File: config.mk
export PLATFORM = sky130hd
export DESIGN_NAME = data_mem_access_flat
export DESIGN_NICKNAME = d
export VERILOG_FILES = /design/src/rtl/data_mem_access_pkg.sv /design/src/rtl/data_mem_access_if.sv /design/src/rtl/data_mem_access_store_align.sv /design/src/rtl/data_mem_access.sv /design/src/flat_wrapper.sv
export SDC_FILE = /design/constraint.sdc
export NUM_CORES = 1
export LEC_CHECK = 0
export CAP_MARGIN = 5
export CORE_ASPECT_RATIO = 1.5
export CORE_MARGIN = 10
export CORE_UTILIZATION = 42
export DETAILED_ROUTE_END_ITERATION = 8
export PLACE_DENSITY = 0.79
export SYNTH_ARGS = -nofsm -noshare
export SYNTH_HDL_FRONTEND = slang
export SYNTH_HIERARCHICAL = 1
export SYNTH_SLANG_ARGS = --single-unit
File: constraint.sdc
create_clock -name clk -period 2.1 [get_ports clk]
set_input_delay 0.42 -clock clk [delete_from_list [all_inputs] [get_ports clk]]
set_output_delay 0.42 -clock clk [all_outputs]
set_load 0.01 [all_outputs]
File: src/rtl/data_mem_access_pkg.sv
// Shared types and helpers for the MEM-stage data-memory access unit.
package data_mem_access_pkg;

  localparam logic [1:0] DT_BYTE = 2'd0;
  localparam logic [1:0] DT_HALF = 2'd1;
  localparam logic [1:0] DT_WORD = 2'd2;

  typedef enum logic [1:0] {
    S_IDLE,
    S_REQ,
    S_WAIT,
    S_DONE
  } state_e;

  // DataType 3 is not a legal size and is reported the same way as a misalignment.
  function automatic logic is_misaligned(input logic [1:0] dtype, input logic [1:0] off);
    case (dtype)
      DT_BYTE: return 1'b0;
      DT_HALF: return off[0];
      DT_WORD: return off != 2'b00;
      default: return 1'b1;
    endcase
  endfunction

endpackage

File: src/rtl/data_mem_access_if.sv
// SoC data-bus signals: valid/ready request channel plus acknowledge response.
interface data_mem_access_if;
  logic        BusValid;
  logic        BusReady;
  logic        BusWe;
  logic [31:0] BusAddr;
  logic [31:0] BusWData;
  logic [3:0]  BusWStrb;
  logic        BusAck;
  logic [31:0] BusRData;

  modport master (
    output BusValid, BusWe, BusAddr, BusWData, BusWStrb,
    input  BusReady, BusAck, BusRData
  );

  modport slave (
    input  BusValid, BusWe, BusAddr, BusWData, BusWStrb,
    output BusReady, BusAck, BusRData
  );
endinterface

File: src/rtl/data_mem_access_store_align.sv
// Byte-strobe generation and store-data lane replication for sub-word stores.
module store_align
  import data_mem_access_pkg::*;
(
  input  logic [1:0]  dtype_i,
  input  logic [1:0]  offset_i,
  input  logic [31:0] data_i,
  output logic [3:0]  strb_o,
  output logic [31:0] data_o
);

  always_comb begin
    strb_o = '0;
    data_o = data_i;
    case (dtype_i)
      DT_BYTE: begin
        strb_o = 4'b0001 << offset_i;
        data_o = {4{data_i[7:0]}};
      end
      DT_HALF: begin
        strb_o = 4'b0011 << offset_i;
        data_o = {2{data_i[15:0]}};
      end
      DT_WORD: strb_o = 4'b1111;
      default: ;
    endcase
  end

endmodule

File: src/rtl/data_mem_access.sv
// MEM-stage load/store unit: stalls the pipeline while one bus access runs
// through REQ/WAIT, then presents the raw read word and its load metadata.
module data_mem_access
  import data_mem_access_pkg::*;
#(
  parameter int unsigned TIMEOUT = 64
) (
  input  logic        clk,
  input  logic        rst,
  input  logic        MemRead,
  input  logic        MemWrite,
  input  logic        Flush,
  input  logic [31:0] Addr,
  input  logic [31:0] StoreData,
  input  logic [1:0]  DataType,
  input  logic        Unsigned,
  output logic        Stall,
  output logic        MisalignErr,
  output logic        BusErr,
  output logic        LoadValid,
  output logic [31:0] LoadData,
  output logic [1:0]  LoadOffset,
  output logic [1:0]  LoadType,
  output logic        LoadUnsigned,
  data_mem_access_if.master bus
);

  localparam int unsigned CW = $clog2(TIMEOUT) + 1;
  localparam logic [CW-1:0] CNT_LAST = CW'(TIMEOUT - 1);

  state_e        state_q, state_d;
  logic [CW-1:0] cnt_q, cnt_d;
  logic          valid_q, valid_d;
  logic          we_q, we_d;
  logic [31:0]   addr_q, addr_d;
  logic [31:0]   wdata_q, wdata_d;
  logic [3:0]    strb_q, strb_d;
  logic [31:0]   ldata_q, ldata_d;
  logic [1:0]    loff_q, loff_d;
  logic [1:0]    ltype_q, ltype_d;
  logic          luns_q, luns_d;
  logic          lvalid_q, lvalid_d;
  logic          berr_q, berr_d;

  logic          req;
  logic          misaligned;
  logic [3:0]    sa_strb;
  logic [31:0]   sa_data;

  assign req        = (MemRead | MemWrite) & ~Flush;
  assign misaligned = is_misaligned(DataType, Addr[1:0]);

  store_align u_store_align (
    .dtype_i  (DataType),
    .offset_i (Addr[1:0]),
    .data_i   (StoreData),
    .strb_o   (sa_strb),
    .data_o   (sa_data)
  );

  always_comb begin
    state_d     = state_q;
    cnt_d       = cnt_q;
    valid_d     = valid_q;
    we_d        = we_q;
    addr_d      = addr_q;
    wdata_d     = wdata_q;
    strb_d      = strb_q;
    ldata_d     = ldata_q;
    loff_d      = loff_q;
    ltype_d     = ltype_q;
    luns_d      = luns_q;
    lvalid_d    = 1'b0;
    berr_d      = 1'b0;
    Stall       = 1'b0;
    MisalignErr = 1'b0;
    unique case (state_q)
      S_IDLE: begin
        cnt_d = '0;
        if (req && misaligned) begin
          MisalignErr = 1'b1;
        end else if (req) begin
          Stall   = 1'b1;
          valid_d = 1'b1;
          we_d    = MemWrite;
          addr_d  = {Addr[31:2], 2'b00};
          wdata_d = MemWrite ? sa_data : '0;
          strb_d  = MemWrite ? sa_strb : '0;
          loff_d  = Addr[1:0];
          ltype_d = DataType;
          luns_d  = Unsigned;
          state_d = S_REQ;
        end
      end
      S_REQ: begin
        Stall = 1'b1;
        if (bus.BusReady) begin
          valid_d = 1'b0;
          state_d = S_WAIT;
        end
      end
      S_WAIT: begin
        Stall = 1'b1;
        cnt_d = cnt_q + CW'(1);
        // An acknowledge in the final counted cycle still completes normally.
        if (bus.BusAck) begin
          if (!we_q) begin
            ldata_d  = bus.BusRData;
            lvalid_d = 1'b1;
          end
          state_d = S_DONE;
        end else if (cnt_q == CNT_LAST) begin
          berr_d  = 1'b1;
          state_d = S_DONE;
        end
      end
      S_DONE: begin
        cnt_d   = '0;
        state_d = S_IDLE;
      end
      default: state_d = S_IDLE;
    endcase
  end

  always_ff @(posedge clk) begin
    if (rst) begin
      state_q  <= S_IDLE;
      cnt_q    <= '0;
      valid_q  <= 1'b0;
      we_q     <= 1'b0;
      addr_q   <= '0;
      wdata_q  <= '0;
      strb_q   <= '0;
      ldata_q  <= '0;
      loff_q   <= '0;
      ltype_q  <= '0;
      luns_q   <= 1'b0;
      lvalid_q <= 1'b0;
      berr_q   <= 1'b0;
    end else begin
      state_q  <= state_d;
      cnt_q    <= cnt_d;
      valid_q  <= valid_d;
      we_q     <= we_d;
      addr_q   <= addr_d;
      wdata_q  <= wdata_d;
      strb_q   <= strb_d;
      ldata_q  <= ldata_d;
      loff_q   <= loff_d;
      ltype_q  <= ltype_d;
      luns_q   <= luns_d;
      lvalid_q <= lvalid_d;
      berr_q   <= berr_d;
    end
  end

  assign bus.BusValid  = valid_q;
  assign bus.BusWe     = we_q;
  assign bus.BusAddr   = addr_q;
  assign bus.BusWData  = wdata_q;
  assign bus.BusWStrb  = strb_q;
  assign LoadValid     = lvalid_q;
  assign BusErr        = berr_q;
  assign LoadData      = ldata_q;
  assign LoadOffset    = loff_q;
  assign LoadType      = ltype_q;
  assign LoadUnsigned  = luns_q;

endmodule
File: src/flat_wrapper.sv
// flat-port wrapper written by rule: the top's interface ports become plain ports
module data_mem_access_flat import data_mem_access_pkg::*;
#(
  parameter int unsigned TIMEOUT = 64
)
  (clk, rst, MemRead, MemWrite, Flush, Addr, StoreData, DataType, Unsigned, Stall, MisalignErr, BusErr, LoadValid, LoadData, LoadOffset, LoadType, LoadUnsigned, bus_BusValid, bus_BusWe, bus_BusAddr, bus_BusWData, bus_BusWStrb, bus_BusReady, bus_BusAck, bus_BusRData);
  data_mem_access_if bus_i ();
  input  logic clk;
  input  logic rst;
  input  logic MemRead;
  input  logic MemWrite;
  input  logic Flush;
  input  logic [31:0] Addr;
  input  logic [31:0] StoreData;
  input  logic [1:0] DataType;
  input  logic Unsigned;
  output logic Stall;
  output logic MisalignErr;
  output logic BusErr;
  output logic LoadValid;
  output logic [31:0] LoadData;
  output logic [1:0] LoadOffset;
  output logic [1:0] LoadType;
  output logic LoadUnsigned;
  output wire logic [$bits(bus_i.BusValid)-1:0] bus_BusValid;
  output wire logic [$bits(bus_i.BusWe)-1:0] bus_BusWe;
  output wire logic [$bits(bus_i.BusAddr)-1:0] bus_BusAddr;
  output wire logic [$bits(bus_i.BusWData)-1:0] bus_BusWData;
  output wire logic [$bits(bus_i.BusWStrb)-1:0] bus_BusWStrb;
  input wire logic [$bits(bus_i.BusReady)-1:0] bus_BusReady;
  input wire logic [$bits(bus_i.BusAck)-1:0] bus_BusAck;
  input wire logic [$bits(bus_i.BusRData)-1:0] bus_BusRData;
  assign bus_BusValid = bus_i.BusValid;
  assign bus_BusWe = bus_i.BusWe;
  assign bus_BusAddr = bus_i.BusAddr;
  assign bus_BusWData = bus_i.BusWData;
  assign bus_BusWStrb = bus_i.BusWStrb;
  assign bus_i.BusReady = bus_BusReady;
  assign bus_i.BusAck = bus_BusAck;
  assign bus_i.BusRData = bus_BusRData;
  data_mem_access #(.TIMEOUT(TIMEOUT)) u_core (.clk(clk), .rst(rst), .MemRead(MemRead), .MemWrite(MemWrite), .Flush(Flush), .Addr(Addr), .StoreData(StoreData), .DataType(DataType), .Unsigned(Unsigned), .Stall(Stall), .MisalignErr(MisalignErr), .BusErr(BusErr), .LoadValid(LoadValid), .LoadData(LoadData), .LoadOffset(LoadOffset), .LoadType(LoadType), .LoadUnsigned(LoadUnsigned), .bus(bus_i));
endmodule
==> results.txt, run 1 <==
routed vias: 4840
GRT overflow: 0
largest net degree at the start of global routing: 48
initial antenna violation count: 0
placed insts: 928
most common cell after layout, fill and taps aside: clkdlybuf4s50_1
CTS root buf: clkbuf_16
Final ANT Viol Nets: 0
Slew Viols, Final: 0
H-tree depth: 4
CP max FO: 3
HP Class: in2reg
Design Area, Final: 7870 µm²
drt wl/cell: 17.8 µm
dpl hpwl: 12700 µm
minimum clock period: 2.03 ns
number of global-route vias before repair: 5058
Final setup viols: 0
Initial Util: 0.433
share of cells above drive strength 1: 0.153
CTS tree: done
register area share after synthesis: 0.463
Residual DRC: 0
GR Layer Usage met3: 0.0724
commonest cells after routing, fill and taps aside: clkdlybuf4s50_1, nand2_1, dfxtp_1
startpoint types: primary input
PortBufs: 214
Worst-path clk slew: 0.05 ns
Req. time, crit path: 1.68 ns
core area: 11600 µm²
CTS sink count: 116
Static Leak: 2.77 nW
skew final: 0.00688 ns
grt met1 use: 0.202
Via-to-Cell Ratio: 5.04
Pwr Density: 874 nW/µm²
YS warnings: 6
Data arrival, critical path: 1.61 ns
area grow syn2layout: 56.9%
GPL Wtd Cong: 0.887
Max-slew headroom: 0.592
Crit. End Element: output port
Layout Cells excl Fill: 961
Slew @ Worst Pin: 0.612 ns
max_cap viols: 0
die area: 16800 µm²
first-pass GRT wire length: 26400 µm
Peak VDD IR: 0.592 mV
Global Route met2 Usage: 0.352
CTS Buffer Depth: 2
Post-Synthesis Cell Area: 5020 µm²
Area after DPL: 7210 µm²
cells after synthesis: 597
unrepaired setup endpoints after global routing: no
WS Path Type: in2out
Routed WL: 17100 µm
Unique masters post-synth: 42
Die X: 109 µm
post-synthesis area per instance: 8.40 µm²
FF+latch count, synth: 116
Ant. Diodes: 0
Fin Setup TNS: 0 ns
All-Layer GR Usage: 0.199
setup ws final: 0.0718 ns
num ports: 217
final hold violations: 0
pre-CTS setup slack: -0.375 ns
Die Span Y: 154 µm
status: complete, no violations
fmax: 493 MHz
CTS buffer count: 17
clock latency on the worst-skew pair: 0.41 ns
DR iter-0 viols: 203
Nets: 910
Tcrit/Tclk final: 0.966
site row count: 48
Most Crowded Layer GR: met2
drt first pass iters: 4
## path summary, 6_finish.rpt
path / start / end / slack [ns] / depth (start not counted)
worst max-delay path: MemWrite / Stall / 0.07 / 6
worst min-delay path: rst / u_core/state_q[0]$_SDFFE_PP0P_ / 0.39 / 4
worst max register to register: u_core/state_q[1]$_SDFFE_PP0P_ / u_core/bus.BusWData[29]$_SDFFE_PP0P_ / 0.30 / 7
worst min register to register: u_core/LoadData[23]$_SDFFE_PP0P_ / u_core/LoadData[23]$_SDFFE_PP0P_ / 0.45 / 2
## cells in the mapped netlist (all sizes together)
| cell | instances | share of area |
|---|---|---|
| o21ai | 12 | 0.012 |
| conb | 1 | 0.00075 |
| xnor2 | 3 | 0.0052 |
| nor2b | 2 | 0.0025 |
| o22ai | 1 | 0.0012 |
| mux2 | 16 | 0.036 |
| nor3 | 5 | 0.0082 |
| nand3 | 39 | 0.059 |
| o21a | 1 | 0.0015 |
| mux2i | 12 | 0.024 |
| or3b | 1 | 0.0017 |
| o211a | 1 | 0.0020 |
| o41ai | 1 | 0.0017 |
| ha | 6 | 0.015 |
| o211ai | 1 | 0.0042 |
| nand2 | 186 | 0.14 |
| xor2 | 3 | 0.0052 |
| o311ai | 1 | 0.0017 |
| o21ba | 1 | 0.0020 |
| o31a | 1 | 0.0017 |
| nor2 | 13 | 0.013 |
| a21oi | 107 | 0.12 |
| nor4 | 1 | 0.0012 |
| dfxtp | 116 | 0.46 |
| inv | 7 | 0.0052 |
| and3b | 1 | 0.0017 |
| nand4 | 2 | 0.0037 |
| buf | 28 | 0.046 |
| o21bai | 1 | 0.0015 |
| or2 | 1 | 0.0012 |
| clkbuf | 26 | 0.019 |
## state kept, by name, indices dropped and copies added, names as in the netlist
| name | flops |
|---|---|
| u_core/state_q | 2 |
| u_core/bus.BusAddr | 30 |
| u_core/LoadOffset | 2 |
| u_core/LoadType | 2 |
| u_core/bus.BusWStrb | 4 |
| u_core/LoadUnsigned | 1 |
| u_core/bus.BusValid | 1 |
| u_core/LoadData | 32 |
| u_core/bus.BusWData | 32 |
| u_core/BusErr | 1 |
| u_core/cnt_q | 7 |
| u_core/LoadValid | 1 |
| u_core/bus.BusWe | 1 |
## area by class of cell
class	count	area, µm²
fill	933	3720
sequential	116	2320
tap	150	188
inverter	7	26.3
multi-input combinational	421	2380
timing repair buffer	235	2310
clock inverter	15	216
clock buffer	17	425
## power by group
group,total [mW],internal (mW),leakage [nW],switching [mW]
logic,1.33,0.654,1.52,0.676
clock network,3.13,2.02,0.314,1.11
registers,2.42,2.34,0.940,0.0835
total,6.88,5.01,2.77,1.87
## through the flow
stage               hold slack (ns)  utilization  power, mW
global placement              0.439        0.622       3.70
finish                        0.385        0.679       6.88
detailed placement            0.444        0.622       3.75
floorplan                     0.442            -       3.12
CTS                           0.375        0.678       6.90
global route                  0.414        0.679       7.15
## critical path, cell delays in order
cell and delay [ns]:
clkdlybuf4s50_1 0.44, o21ba_4 0.24, o211a_4 0.14, nor2_2 0.09
nor2_1 0.04, clkdlybuf4s15_2 0.22
## cells by family after synthesis
family / share of synthesized area
AO/OA/AOI/OAI: 0.149
XOR/XNOR: 0.0105
adder cells (fa/ha/maj): 0.0150
buffers and inverters: 0.0703
flip-flops: 0.463
multiplexers: 0.0599
other: 0.000748
AND/OR/NAND/NOR: 0.231
## layer usage
metal  part of all wire  up-vias
met1               0.37     2229
met2               0.51      204
li1                   -     2375
met4              0.031        0
met5                  0        -
met3              0.091       32
## what timing repair did
item,CTS,global route
buffers inserted,1,0
pin swaps,1,0
hold buffers,0,0
cloned,0,0
gates resized for setup,9,9
endpoints found under the setup margin,2,2
Power figures use the tool's default switching activity.
==> run 2: changes to the inputs <==
ABC_AREA = 1   (was unset)
==> results.txt, run 2 <==
startpoint types: primary input (unchanged)
CP max FO: 2 (was 3)
Slew @ Worst Pin: 0.621 ns (was 0.612 ns)
Ant. Diodes: 0 (unchanged)
Max-slew headroom: 0.585 (was 0.592)
Post-Synthesis Cell Area: 4910 µm² (was 5020 µm²)
Global Route met2 Usage: 0.336 (was 0.352)
top cells by area, synth: dfxtp_1, nor2_1, nand2_1 (was dfxtp_1, nand2_1, a21oi_1)
register area share after synthesis: 0.473 (was 0.463)
Initial Util: 0.428 (was 0.433)
CTS Buffer Depth: 2 (unchanged)
max_cap viols: 0 (unchanged)
number of global-route vias before repair: 5229 (was 5058)
Design Power: 7.93 mW (was 6.88 mW)
num ports: 217 (unchanged)
clock latency on the worst-skew pair: 0.41 ns (about the same)
Most Crowded Layer GR: met2 (unchanged)
ys async rst share: 0 (unchanged)
most numerous cell in the Yosys netlist: nor2_1 (was nand2_1)
initial antenna violation count: 0 (unchanged)
Final setup viols: 0 (unchanged)
CTS root buf: clkbuf_16 (unchanged)
GRT overflow: 0 (unchanged)
Largest stage delay, worst path: 0.48 ns (was 0.44 ns)
Residual DRC: 0 (unchanged)
commonest cells after routing, fill and taps aside: clkdlybuf4s50_1, nor2_1, nand2_1 (was clkdlybuf4s50_1, nand2_1, dfxtp_1)
core area: 11500 µm² (was 11600 µm²)
fmax: 489 MHz (was 493 MHz)
Pwr Density: 1020 nW/µm² (was 874 nW/µm²)
critical path, cell by cell: clkdlybuf4s50_1 > nor2_1 > nor3_4 > buf_6 > nand2_4 > a21oi_4 > buf_6 (was clkdlybuf4s50_1 > o21ba_4 > o211a_4 > nor2_2 > nor2_1 > clkdlybuf4s15_2)
Die Span Y: 152 µm (was 154 µm)
HP Class: in2reg (unchanged)
YS warnings: 6 (unchanged)
minimum clock period: 2.04 ns (was 2.03 ns)
Filler cells: 945 (was 933)
Data arrival, critical path: 1.62 ns (was 1.61 ns)
largest area contributor in the netlist: dfxtp_1 (unchanged)
Req. time, crit path: 1.68 ns (about the same)
area grow syn2layout: 58.4% (was 56.9%)
Nets: 979 (was 910)
cells after synthesis: 649 (was 597)
Via-to-Cell Ratio: 4.99 (was 5.04)
unrepaired setup endpoints after global routing: yes (was no)
Tcrit/Tclk final: 0.973 (was 0.966)
DR iter-0 viols: 278 (was 203)
most common cell after layout, fill and taps aside: clkdlybuf4s50_1 (unchanged)
Design Area, Final: 7780 µm² (was 7870 µm²)
Unique masters post-synth: 35 (was 42)
slowest CP cell: clkdlybuf4s50_1 (unchanged)
H-tree depth: 4 (unchanged)
CTS sink count: 116 (unchanged)
post-synthesis area per instance: 7.57 µm² (was 8.40 µm²)
skew final: 0.00969 ns (was 0.00688 ns)
drt first pass iters: 5 (was 4)
die area: 16500 µm² (was 16800 µm²)
GPL Wtd Cong: 0.851 (was 0.887)
FF+latch count, synth: 116 (unchanged)
Slew Viols, Final: 0 (unchanged)
Routed WL: 17000 µm (was 17100 µm)
Final ANT Viol Nets: 0 (unchanged)
Worst-path clk slew: 0.06 ns (was 0.05 ns)
PortBufs: 214 (unchanged)
Fin Setup TNS: 0 ns (unchanged)
Crit. End Element: output port (unchanged)
CTS tree: done (unchanged)
pre-CTS setup slack: -0.290 ns (was -0.375 ns)
routed vias: 5139 (was 4840)
area share of the largest cell type after synthesis: 0.473 (was 0.463)
share of cells above drive strength 1: 0.109 (was 0.153)
Peak VDD IR: 0.537 mV (was 0.592 mV)
Static Leak: 3.10 nW (was 2.77 nW)
grt met1 use: 0.205 (was 0.202)
ys flop type: dfxtp_1 (unchanged)
first-pass GRT wire length: 26300 µm (was 26400 µm)
drt wl/cell: 16.5 µm (was 17.8 µm)
final hold violations: 0 (unchanged)
largest net degree at the start of global routing: 62 (was 48)
hold buffers post-CTS: 0 (unchanged)
setup ws final: 0.0567 ns (was 0.0718 ns)
site row count: 48 (unchanged)
Area after DPL: 7100 µm² (was 7210 µm²)
All-Layer GR Usage: 0.198 (was 0.199)
WS Path Type: in2out (unchanged)
status: complete, no violations (unchanged)
CTS buffer count: 17 (unchanged)
CP dominant cell by count: buf_6
Post-synth EDFFs: 0 (unchanged)
Die X: 108 µm (was 109 µm)
most common library cells after synthesis: nor2_1, nand2_1, dfxtp_1 (was nand2_1, dfxtp_1, a21oi_1)
GR Layer Usage met3: 0.0703 (was 0.0724)
dpl hpwl: 12600 µm (was 12700 µm)
hold_ws: 0.456 ns (was 0.385 ns)
[run 2: cell count changes after synthesis, moves of 20 or more]
cell	delta
nor2_1	+140
o21ai_0	+57
nand2_1	-56
a21oi_1	-55
inv_1	+20
nand3_2	-20
[run 2: cell type report]
cell class,count,area [µm²],area share
timing repair buffer,242,2380,0.306
multi-input combinational,461,2160,0.277
clock buffer,20,457,0.0587
tap,150,188,0.0241
inverter,29,121,0.0156
sequential,116,2320,0.299
clock inverter,12,154,0.0198
[run 2: repair_timing]
action,4_1_cts,5_1_grt
gates cloned,0,1
pin swaps,3,2
setup endpoints to repair,2,20
gates resized for setup,12,9
buffers inserted,4,0
hold endpoints to repair,0,0
[run 2: power by group]
group,internal (mW),total (mW),switching [mW]
combinational,1.15,2.34,1.19
sequential,2.50,2.65,0.148
clock,1.93,2.94,1.01
total,5.58,7.93,2.36
[run 2: worst max-delay path: cells and delay by family]
kind | cells | cell delay [ns]
and+or+nand+nor | 3 | 0.35
AOI/OAI and AO/OA | 1 | 0.13
buffers and inverters | 3 | 0.73
[run 2: layer usage]
layer / vias up / wire length, µm
met2: 231 / 8410
met1: 2361 / 6230
li1: 2506 / -
met5: - / 0
met3: 41 / 1560
met4: 0 / 759
[run 2: worst paths after layout]
| kind | startpoint | endpoint | slack, ns | cells past startpoint |
|---|---|---|---|---|
| setup reg to reg | u_core/state_q[1]$_SDFFE_PP0P_ | u_core/bus.BusWData[25]$_SDFFE_PP0P_ | 0.17 | 10 |
| hold reg to reg | u_core/bus.BusWData[19]$_SDFFE_PP0P_ | u_core/bus.BusWData[19]$_SDFFE_PP0P_ | 0.46 | 2 |
| setup / recovery | MemRead | Stall | 0.06 | 7 |
| hold / removal | rst | u_core/state_q[1]$_SDFFE_PP0P_ | 0.46 | 4 |
[run 2: metrics by stage]
| step | utilization | instances |
|---|---|---|
| floorplan | - | 650 |
| global placement | 0.619 | 993 |
| detailed placement | 0.619 | 993 |
| CTS | 0.676 | 1029 |
| global route | 0.678 | 1030 |
| finish | 0.678 | 1030 |
[run 2: cell families (layout without fill, tap and decap cells)]
kind of cell | after synthesis | in the layout | synth area share
compound gates | 136 | 136 | 0.151
fa+ha+maj | 6 | 6 | 0.0153
buf+inv | 74 | 303 | 0.0970
flops | 116 | 116 | 0.473
other cells | 1 | 2 | 0.000763
simple gates | 316 | 317 | 0.263
==> edit, RTL diff (config.mk and constraints of run 1) <==
Register the output `BusErr` once more, without a reset; this adds one clock of latency there. The other outputs are not delayed to match.
--- a/src/rtl/data_mem_access.sv
+++ b/src/rtl/data_mem_access.sv
@@ -160,7 +160,9 @@
   assign bus.BusWData  = wdata_q;
   assign bus.BusWStrb  = strb_q;
   assign LoadValid     = lvalid_q;
-  assign BusErr        = berr_q;
+  always_ff @(posedge clk) begin
+    BusErr <= berr_q;
+  end
   assign LoadData      = ldata_q;
   assign LoadOffset    = loff_q;
   assign LoadType      = ltype_q;
Formal check against the unedited RTL: no difference found for any inputs over 4 cycles, from zero or initial values and one cycle with rst high; that may be too few to reach the edited logic, so the function may still have changed.
==> edit against run 1 <==
Synthesized area is 0.40% higher. Routed wire length is 0.30% higher. Sequential share of layout area increased by 0.31 points. Total power fell by 1.3%. Setup slack got worse by 0.031 ns. Via count increased by 0.39%. Maximum frequency down 1.5%. Global-route usage shrank 0.58 points. Critical path type unchanged. First-iteration DRC count down 17%. Clock power decreased by 2%. Sequential cell count grew 1. Clock skew decreased by 0.0011 ns. Cell area shrank 0.29%. Core utilization decreased by 0.54 points.
==> edit: results (changes against run 1) <==
stage;metric;value;unit;change
status;status;finished clean;;unchanged
worst_hold_path;worst min-delay path class;register to register;;was primary input to register
timing;WHS;0.325;ns;was 0.385 ns
grt;Total GRT Usage;19.3;%;was 19.9%
cells_and_area;fin area;7850;um^2;was 7870 um^2
cells_and_area;final net count;905;;was 910
detailed_routing;DR vias;4859;;was 4,840
cells_and_area;share of layout cells above drive strength 1;14.1;%;was 15.3%
logic_synthesis;synth cell count leaders;nand2_1 (186), dfxtp_1 (117), a21oi_1 (90);;was nand2_1 (186), dfxtp_1 (116), a21oi_1 (90)
clocking;Post-CTS Setup Repair Bufs;0;;was 1
timing;relative slew slack;57.5;%;was 59.2%
pwr;Lkg Pwr;2.77;nW;about the same
grt;largest net degree at the start of global routing;74;;was 48
worst_hold_path;WHS Path Cells;0;;was 4
critical_path;R2R depth;6;;was 7
worst_hold_path;hold path endpoint;u_core/BusErr;;was u_core/state_q[0]
pwr;internal power;5.10;mW;was 5.01 mW
grt;initial antenna violation count;1;;was 0
cells_and_area;Fill cells;946;;was 933
critical_path;Critical Path AT;1.64;ns;was 1.61 ns
detailed_routing;total detailed-routing wirelength;17100;um;about the same
detailed_routing;1st-iter DRT viols;169;;was 203
placement;routability congestion estimate;0.902;;was 0.887
grt;vias in the first global route;4842;;was 5,058
placement;detailed placement HPWL;12800;um;was 12,700 um
pwr;Max IR drop VDD;560;uV;was 592 uV
grt;global-route wire length before repair;25700;um;was 26,400 um
worst_hold_path;hold path start;u_core/berr_q;;was rst
timing;clock skew;0.00577;ns;was 0.00688 ns
[edit: metal layers]
metal | vias up | share of wire, % | global-route usage (%)
li1 | 2364 | - | -
met1 | 2234 | 37 | 20.0
met2 | 217 | 50 | 32.8
met3 | 44 | 9.5 | 7.28
met4 | 0 | 3.9 | 9.83
met5 | - | 0 | 0
[edit: layout make-up]
class,count,share of cell area [%]
multi-input combinational,421,30.2
sequential,117,29.8
timing repair buffer,229,29.3
clock buffer,18,5.60
tap,150,2.39
clock inverter,11,2.34
inverter,7,0.335
[edit: kinds of logic after synthesis]
kind of cell,synth area share (%)
adder cells (fa/ha/maj),1.49
XOR/XNOR,1.04
AO/OA/AOI/OAI,14.9
buffers and inverters,7.01
other,0.0745
multiplexers,5.96
AND/OR/NAND/NOR,23.1
flip-flops,46.5
[edit: what timing repair did]
action | CTS | global route
gates resized for setup | 9 | 5
hold buffers | 0 | 0
pin swaps | 0 | 0
endpoints found under the setup margin | 2 | 30
[edit: worst max path at each step]
stage,startpoint,endpoint,depth (start not counted)
2_1_floorplan,Flush,Stall,6
3_3_place_gp,DataType[0],MisalignErr,5
3_5_place_dp,DataType[0],MisalignErr,5
4_1_cts,Addr[1],MisalignErr,5
5_1_grt,u_core/state_q[1],Stall,6
6_report,DataType[1],Stall,6
[edit: power groups by stage]
stage | Sequential [mW] | Combinational (mW) | Clock, mW
after global routing | 2.45 | 1.39 | 3.23
after CTS | 2.44 | 1.28 | 3.11
after floorplan | 2.52 | 0.611 | 0
after global placement | 2.47 | 1.24 | 0
final | 2.44 | 1.30 | 3.06
after detailed placement | 2.48 | 1.27 | 0
[edit: stage by stage]
step           worst slack, ns  TNS, ns  instances  power, mW
3_5_place_dp            -0.388   -21.00        924       3.75
6_report                0.0410        0        953       6.80
2_1_floorplan            0.289        0        599       3.14
3_3_place_gp            -0.378   -19.89        924       3.71
5_1_grt               0.000930        0        953       7.07
4_1_cts                 0.0125        0        953       6.83
